## config.mk

```make
export PLATFORM = sky130hd
export DESIGN_NAME = imem_port_scheduler
export DESIGN_NICKNAME = d
export VERILOG_FILES = /design/src/rtl/imem_sched_pkg.sv /design/src/rtl/rr_arbiter2.sv /design/src/rtl/imem_port_scheduler.sv
export SDC_FILE = /design/constraint.sdc
export NUM_CORES = 1
export LEC_CHECK = 0
export CAP_MARGIN = 5
export CORE_ASPECT_RATIO = 0.6
export CORE_UTILIZATION = 30
export DETAILED_ROUTE_END_ITERATION = 10
export DONT_BUFFER_PORTS = 1
export GPL_ROUTABILITY_DRIVEN = 1
export PLACE_DENSITY = 0.44
export SETUP_SLACK_MARGIN = 0.05
export SLEW_MARGIN = 10
export SYNTH_ARGS = -nofsm -noshare
export SYNTH_HDL_FRONTEND = slang
export SYNTH_HIERARCHICAL = 1
export SYNTH_SLANG_ARGS = --single-unit
```

## constraint.sdc

```tcl
create_clock -name clock -period 5.5 [get_ports clock]
set_clock_uncertainty 0.15 [all_clocks]
set_input_delay 0.55 -clock clock [delete_from_list [all_inputs] [get_ports clock]]
set_output_delay 0.55 -clock clock [all_outputs]
set_load 0.005 [all_outputs]
```

## src/rtl/imem_sched_pkg.sv

```systemverilog
// Shared types and constants for the instruction-memory port scheduler.
package imem_sched_pkg;

  localparam int unsigned MEM_ADDR_W = 8;
  localparam int unsigned IMEM_BYTES = 256;
  localparam int unsigned INSN_BYTES = 4;
  localparam int unsigned INSN_W     = 32;
  localparam int unsigned IDX_W      = 2;

  typedef enum logic [1:0] {
    IDLE  = 2'd0,
    ISSUE = 2'd1,
    DRAIN = 2'd2,
    WRITE = 2'd3
  } state_e;

  typedef enum logic {
    GRANT_FETCH = 1'b0,
    GRANT_LOAD  = 1'b1
  } grant_e;

endpackage

```

## src/rtl/rr_arbiter2.sv

```systemverilog
// Two-way round-robin arbiter; on a tie the requester not granted last wins.
module rr_arbiter2
  import imem_sched_pkg::*;
(
  input  logic clock,
  input  logic reset,
  input  logic enable,
  input  logic req_fetch,
  input  logic req_load,
  output logic gnt_fetch_c,
  output logic gnt_load_c
);

  grant_e last_grant;

  always_comb begin
    gnt_fetch_c = 1'b0;
    gnt_load_c  = 1'b0;
    if (enable) begin
      gnt_fetch_c = req_fetch && (!req_load || (last_grant == GRANT_LOAD));
      gnt_load_c  = req_load && !gnt_fetch_c;
    end
  end

  always_ff @(posedge clock) begin
    if (reset) begin
      last_grant <= GRANT_LOAD;
    end else if (gnt_fetch_c) begin
      last_grant <= GRANT_FETCH;
    end else if (gnt_load_c) begin
      last_grant <= GRANT_LOAD;
    end
  end

endmodule

```

## src/rtl/imem_port_scheduler.sv

```systemverilog
// Shares the byte-wide instruction memory port between 4-byte fetches and
// single-byte loader writes.
module imem_port_scheduler
  import imem_sched_pkg::*;
(
  input  logic                  clock,
  input  logic                  reset,
  input  logic                  fetch_req,
  input  logic [31:0]           fetch_addr,
  output logic                  fetch_ready,
  output logic                  fetch_valid,
  output logic [INSN_W-1:0]     fetch_instruction,
  input  logic                  load_req,
  input  logic [MEM_ADDR_W-1:0] load_addr,
  input  logic [7:0]            load_data,
  output logic                  load_ack,
  output logic [MEM_ADDR_W-1:0] mem_addr,
  output logic                  mem_we,
  output logic [7:0]            mem_wdata,
  input  logic [7:0]            mem_rdata
);

  localparam logic [IDX_W-1:0] IDX_LAST = IDX_W'(INSN_BYTES - 1);

  state_e                state_q, state_d;
  logic [IDX_W-1:0]      idx_q, idx_d;
  logic [MEM_ADDR_W-1:0] base_q, base_d;
  logic [INSN_W-1:0]     asm_q, asm_d;
  logic [INSN_W-1:0]     insn_d;
  logic                  fetch_valid_d, load_ack_d, mem_we_d;
  logic [MEM_ADDR_W-1:0] mem_addr_d;
  logic [7:0]            mem_wdata_d;
  logic                  gnt_fetch_c, gnt_load_c;
  logic                  unused_fetch_addr_hi;

  // Upper fetch address bits are ignored; the memory is only 256 bytes.
  assign unused_fetch_addr_hi = ^fetch_addr[31:MEM_ADDR_W];

  rr_arbiter2 u_arb (
    .clock       (clock),
    .reset       (reset),
    .enable      ((state_q == IDLE) && !reset),
    .req_fetch   (fetch_req),
    .req_load    (load_req),
    .gnt_fetch_c (gnt_fetch_c),
    .gnt_load_c  (gnt_load_c)
  );

  assign fetch_ready = gnt_fetch_c;

  // Next-state and next-output logic; bytes shift in big-endian order.
  always_comb begin
    state_d       = state_q;
    idx_d         = idx_q;
    base_d        = base_q;
    asm_d         = asm_q;
    insn_d        = fetch_instruction;
    fetch_valid_d = 1'b0;
    load_ack_d    = 1'b0;
    mem_we_d      = 1'b0;
    mem_addr_d    = mem_addr;
    mem_wdata_d   = mem_wdata;
    case (state_q)
      IDLE: begin
        if (gnt_fetch_c) begin
          base_d     = fetch_addr[MEM_ADDR_W-1:0];
          idx_d      = '0;
          mem_addr_d = fetch_addr[MEM_ADDR_W-1:0];
          state_d    = ISSUE;
        end else if (gnt_load_c) begin
          mem_addr_d  = load_addr;
          mem_wdata_d = load_data;
          mem_we_d    = 1'b1;
          load_ack_d  = 1'b1;
          state_d     = WRITE;
        end
      end
      ISSUE: begin
        // First capture is stale data; it is shifted out before completion.
        asm_d = {asm_q[INSN_W-9:0], mem_rdata};
        if (idx_q == IDX_LAST) begin
          state_d = DRAIN;
        end else begin
          idx_d      = idx_q + IDX_W'(1);
          mem_addr_d = base_q + MEM_ADDR_W'(idx_q + IDX_W'(1));
        end
      end
      DRAIN: begin
        insn_d        = {asm_q[INSN_W-9:0], mem_rdata};
        fetch_valid_d = 1'b1;
        state_d       = IDLE;
      end
      WRITE: begin
        state_d = IDLE;
      end
      default: begin
        state_d = IDLE;
      end
    endcase
  end

  always_ff @(posedge clock) begin
    if (reset) begin
      state_q           <= IDLE;
      idx_q             <= '0;
      base_q            <= '0;
      asm_q             <= '0;
      fetch_instruction <= '0;
      fetch_valid       <= 1'b0;
      load_ack          <= 1'b0;
      mem_we            <= 1'b0;
      mem_addr          <= '0;
      mem_wdata         <= '0;
    end else begin
      state_q           <= state_d;
      idx_q             <= idx_d;
      base_q            <= base_d;
      asm_q             <= asm_d;
      fetch_instruction <= insn_d;
      fetch_valid       <= fetch_valid_d;
      load_ack          <= load_ack_d;
      mem_we            <= mem_we_d;
      mem_addr          <= mem_addr_d;
      mem_wdata         <= mem_wdata_d;
    end
  end

endmodule
```

# Word-level counts from Yosys, hierarchy flattened
# Index checks and enable logic that the tools add are counted.
[classes]
n_addsub = 3
mul = 0
n_div = 0
n_lt_le_gt_ge = 0
eq_ne = 8
shifts = 0
n_mux = 17
bitwise = 2
reduce_logical = 17
[ops]
columns = ["operator", "n"]
rows = [
  ["$mux W8", 3],
  ["$pmux W8 S2", 1],
  ["$mux W2", 5],
  ["$reduce_and A3 Y1", 3],
  ["$add A8 B3 Y8", 1],
  ["$eq A2 B2 Y1 const B", 3],
  ["$mux W1", 6],
  ["$ne A2 B2 Y1 const B", 3],
  ["$pmux W2 S3", 1],
  ["$pmux W2 S2", 1],
  ["$reduce_and A2 Y1", 2],
  ["$reduce_bool A2 Y1", 2],
  ["$add A2 B1 Y3 const B", 1],
  ["$logic_and A1 B1 Y1", 3],
  ["$logic_not A1 Y1", 3],
  ["$ne A3 B3 Y1 const B", 1],
  ["$reduce_or A3 Y1", 1],
  ["$add A2 B1 Y2 const B", 1],
  ["$eq A2 B1 Y1 const B", 1],
  ["$logic_not A2 Y1", 1],
  ["$not A1 Y1", 2],
  ["$reduce_or A2 Y1", 1],
  ["$logic_or A1 B1 Y1", 1],
]
[word_totals]
reg_bits = 87
latchBits = 0
ram_bits = 0
rom_bits = 0
input_bits = 60
out_inout_bits = 52
elab_cells = 57
n_memories = 0

# Depth between registers and ports, before layout
[logic_depth]
ltp_word = 9
ltp_mapped = 11
depth_no_buf = 8

# Modules after synthesis
# Netlist, hierarchy kept.
[modules_own_cells]
columns = ["module", "n_inst", "cells_each", "area_each_um2", "seq_area_each_um2"]
rows = [
  ["imem_port_scheduler", 1, 415, 3388.2, 1721.7],
  ["rr_arbiter2", 1, 8, 58.8, 20.0],
]

# Worst setup path before layout
# OpenSTA, ideal clock, no wires.
[synth_path]
path_type = "input -> register"
from = "input reset"
to = "register mem_addr[3]"
setup_ns = 0.121
arrival_ns = 2.401
t_required_ns = 5.229
slack_ns = 2.828
stages = 9
n_path_buf = 3
cell_sequence = "clkbuf_1 -> clkbuf_1 -> nor3_1 -> nand2_1 -> a21oi_1 -> buf_2 -> mux2_2 -> o21ai_0 -> o21ai_0"
[synth_via]
elab_chain_cells = 5
elab_cells_between_ends = 8
classes_between = "eq/ne: 1; mux: 4; reduce/logical: 3"
[synth_rtl]
columns = ["element", "line", "rtl"]
rows = [
  ["start: declaration", "imem_port_scheduler.sv:7", "input logic reset,"],
  ["$logic_not A1 Y1 *", "imem_port_scheduler.sv:42", ".enable ((state_q == IDLE) && !reset),"],
  ["$logic_and A1 B1 Y1 *", "imem_port_scheduler.sv:42", ""],
  ["$mux W1 *", "rr_arbiter2.sv:19", "if (enable) begin"],
  ["via fetch_ready", "imem_port_scheduler.sv:10", "output logic fetch_ready,"],
  ["$ne A3 B3 Y1 (no source line) or $mux W8 (tied branches)", "--", ""],
  ["$reduce_and A3 Y1 (no source line) or $pmux W8 S2 (tied branches)", "--", ""],
  ["end signal: assignment", "imem_port_scheduler.sv:123", "mem_addr <= mem_addr_d;"],
  ["end: declaration", "imem_port_scheduler.sv:17", "output logic [MEM_ADDR_W-1:0] mem_addr,"],
]
# The timed path passes the listed nets; every way through them passes the cells marked *.
# A chain may end at the register's enable or synchronous reset.

# Final worst setup path
[layout_path]
from = "register state_q[0]"
to = "register mem_addr[3]"
[layout_via]
elab_chain_cells = 5
elab_cells_between_ends = 11
classes_between = "eq/ne: 3; mux: 4; reduce/logical: 4"
[layout_rtl]
columns = ["element", "line", "rtl"]
rows = [
  ["start: declaration", "imem_port_scheduler.sv:25", "state_e state_q, state_d;"],
  ["start signal: assignment", "imem_port_scheduler.sv:115", "state_q <= state_d;"],
  ["$logic_not A2 Y1 *", "imem_port_scheduler.sv:42", ""],
  ["$logic_and A1 B1 Y1 *", "imem_port_scheduler.sv:42", ""],
  ["$mux W1 *", "rr_arbiter2.sv:19", ""],
  ["via fetch_ready", "imem_port_scheduler.sv:10", ""],
  ["$ne A3 B3 Y1 (no source line) or $mux W8 (tied branches)", "--", ""],
  ["$reduce_and A3 Y1 (no source line) or $pmux W8 S2 (tied branches)", "--", ""],
]
# Marked as above.

==> out/metrics.yaml <==
cts:
  post_cts_buffers: 0
  clk_path_buf_depth: 2
  cts.sinks: 87
  path_clk_slew_ns: 0.06
  clock_latency_ns: 0.33
  cts-resized-gates: 0
  cts_tree: "yes"
  cts-root-buf: "clkbuf_16"
  htree_num_levels: 3
  cts_inserted_buffers: 9
  postCtsHoldBufs: 0
floorplan:
  start_util_pct: 31.67
  core-area_sq_mm: 0.01089
  num_io_pins: 112
  dieArea_sq_mm: 0.01194
  fp-row-count: 29
  fp.dieW_um: 140.4
  die_y_um: 85.03
power_and_ir_drop:
  p_total_mw: 1.437
  vdd_drop_max_mv: 0.1712
  power_density_mw_per_mm2: 376.2
  p_leak_nw: 1.287
setup_path:
  cp_num_buf_inv: 1
  crit_path_max_incr_delay_ns: 0.50
  crit_path_max_fanout: 16
  critPathSlowestCell: "a211o_1"
  cp.arrival_ns: 2.78
  crit_required_ns: 5.61
  cp-start-kind: "register"
  cp_top_family: "compound AO/OA/AOI/OAI gates"
  cp_cell_sequence: "nor3_1, nand2_1, a21oi_2, buf_4, nor3_1, a211o_1, nor2_1, o21ai_0, o21ai_0"
  criticalPathCategory: "reg2reg"
  end_kind: "register"
timing:
  setup_tns_ns: 0
  rsz0062_at_grt: "no"
  min_period_ns: 2.668
  hold_viol_final: 0
  finalMaxSlewViolations: 0
  hold-worst-slack_ns: 0.1356
  worst_pin_slew_ns: 0.6824
  max_slew_margin_pct: 54.23
  period_share_pct: 48.51
  setup_viol: 0
  final.setup.worst_slack_ns: 2.832
  fmax_mhz: 374.8
final_layout:
  drive_gt1_share_pct: 7.264
  fin_cells: 552
  antenna_cells: 0
  multi_input_area_sq_mm: 0.001519
  post-route-cell-area_sq_mm: 0.003821
  regArea_sq_mm: 0.001742
  fin_nets: 472
  fin_util_pct: 35.10
  area_growth_pct: 10.85
  n_fill_cell: 1147
synth:
  synth.avg_cell_area_sq_um: 8.149
  ys_types: 34
  synth_async_sr_flop_share_pct: 0
  synth_fp_nets: 487
  yosysSeqAreaShare_pct: 50.53
  synthesis.area_sq_mm: 0.003447
  yosys_warnings: 6
  synth_cells: 423
  ys.flop_type: "dfxtp_1"
  synth-seq-cells: 87
  synth_edf_count: 0
routing:
  wl_met3_um: 708
  route.met2.wl_mm: 3.069
  vias_per_cell: 4.766
  detail-route-antenna-nets: 0
  drc: 0
  wire_per_inst_um: 14.95
  routed.top_layer: "met4"
  drt_iter0_drc: 171
  met1_length_mm: 4.417
  drtPass1Iterations: 4
  vias: 2631
  wl_mm: 8.252
global_route:
  grt_max_degree: 90
  grt_overflow_total: 0
  grt_pass1_vias: 2554
  grt_first_pass_wirelength_mm: 13.56
  grt_usage_pct: 14.83
  antenna_found_initial: 0
place:
  dpl_cell_area_sq_mm: 0.003498
  dp.cells: 536
  port_buffers: 0
  gp_congestion: 0.7348
  hpwl_mm: 5.418
  dpl_worst_slack_ns: 2.834
hold_path:
  hold_path_class: "in2reg"
flow_run:
  drv_cap: 0
run_status:
  status: "complete, no violations"
-- path summary, 6_finish.rpt --
check	cells after the start	slack (ns)	endpoint	startpoint
worst max register to register	9	2.83	mem_addr[3]	state_q[0]
worst min register to register	2	0.30	fetch_instruction[26]	asm_q[18]
worst min-delay path	1	0.14	mem_wdata[1]	reset
worst max-delay path	9	2.83	mem_addr[3]	state_q[0]
-- power breakdown --
part	internal, mW	switching (mW)	leakage [nW]	total, mW
combinational	0.0396	0.0659	0.420	0.106
sequential	0.654	0.0215	0.705	0.675
clock	0.409	0.248	0.162	0.657
-- cell usage in the layout, fill, tap and decap left out, drive strengths merged, types with 3 or more instances in the layout --
cell type / instances
ha: 3
clkbuf: 10
a21oi: 79
nor3: 5
nand2: 140
inv: 5
o211ai: 3
xnor2: 4
nor2: 21
a211oi: 5
clkinv: 4
buf: 6
dfxtp: 87
nor2b: 4
mux2i: 11
o21ai: 6
-- cell type report --
type,instances,area share (%)
Sequential cell,87,45.58
Multi-Input combinational cell,299,39.75
Clock buffer,10,6.254
Tap cell,139,4.551
Clock inverter,6,2.194
Timing Repair Buffer,6,1.179
Inverter,5,0.4912
-- cell usage after synthesis (all sizes together) (2+ instances only) --
master	count	area (sq um)
buf	18	121.4
nor2	21	78.83
nor2b	4	25.02
o21ai	6	30.03
a21oi	79	402.9
o211ai	3	22.52
xnor2	4	35.03
mux2i	11	110.1
xor2	2	17.52
inv	5	18.77
nor3	5	25.02
clkbuf	14	52.55
a211oi	5	42.54
dfxtp	87	1742
nand2b	2	12.51
ha	3	37.54
a211o	2	17.52
nor3b	2	15.01
nand2	140	525.5
-- layer usage --
metal	vias to the layer above	global-route usage, %
li1	1356	-
met5	-	0
met1	1198	21.27
met4	0	4.196
met3	5	6.716
met2	72	19.50
-- kinds of logic after synthesis --
family                     count (synthesis)  synth area share, %
adders and majority gates                  4                1.670
DFF                                       87                50.53
and+or+nand+nor                          179                21.49
xor gates and xnor gates                   6                1.524
muxes                                     12                3.521
AOI/OAI and AO/OA                         98                15.68
buffers and inverters                     37                5.590
-- flip-flops by register name, indices dropped and copies added (netlist names) --
name,count
state_q,2
asm_q,24
base_q,8
fetch_instruction,32
mem_we,1
idx_q,2
u_arb/last_grant,1
mem_wdata,8
mem_addr,8
fetch_valid,1
Power figures use the tool's default switching activity.
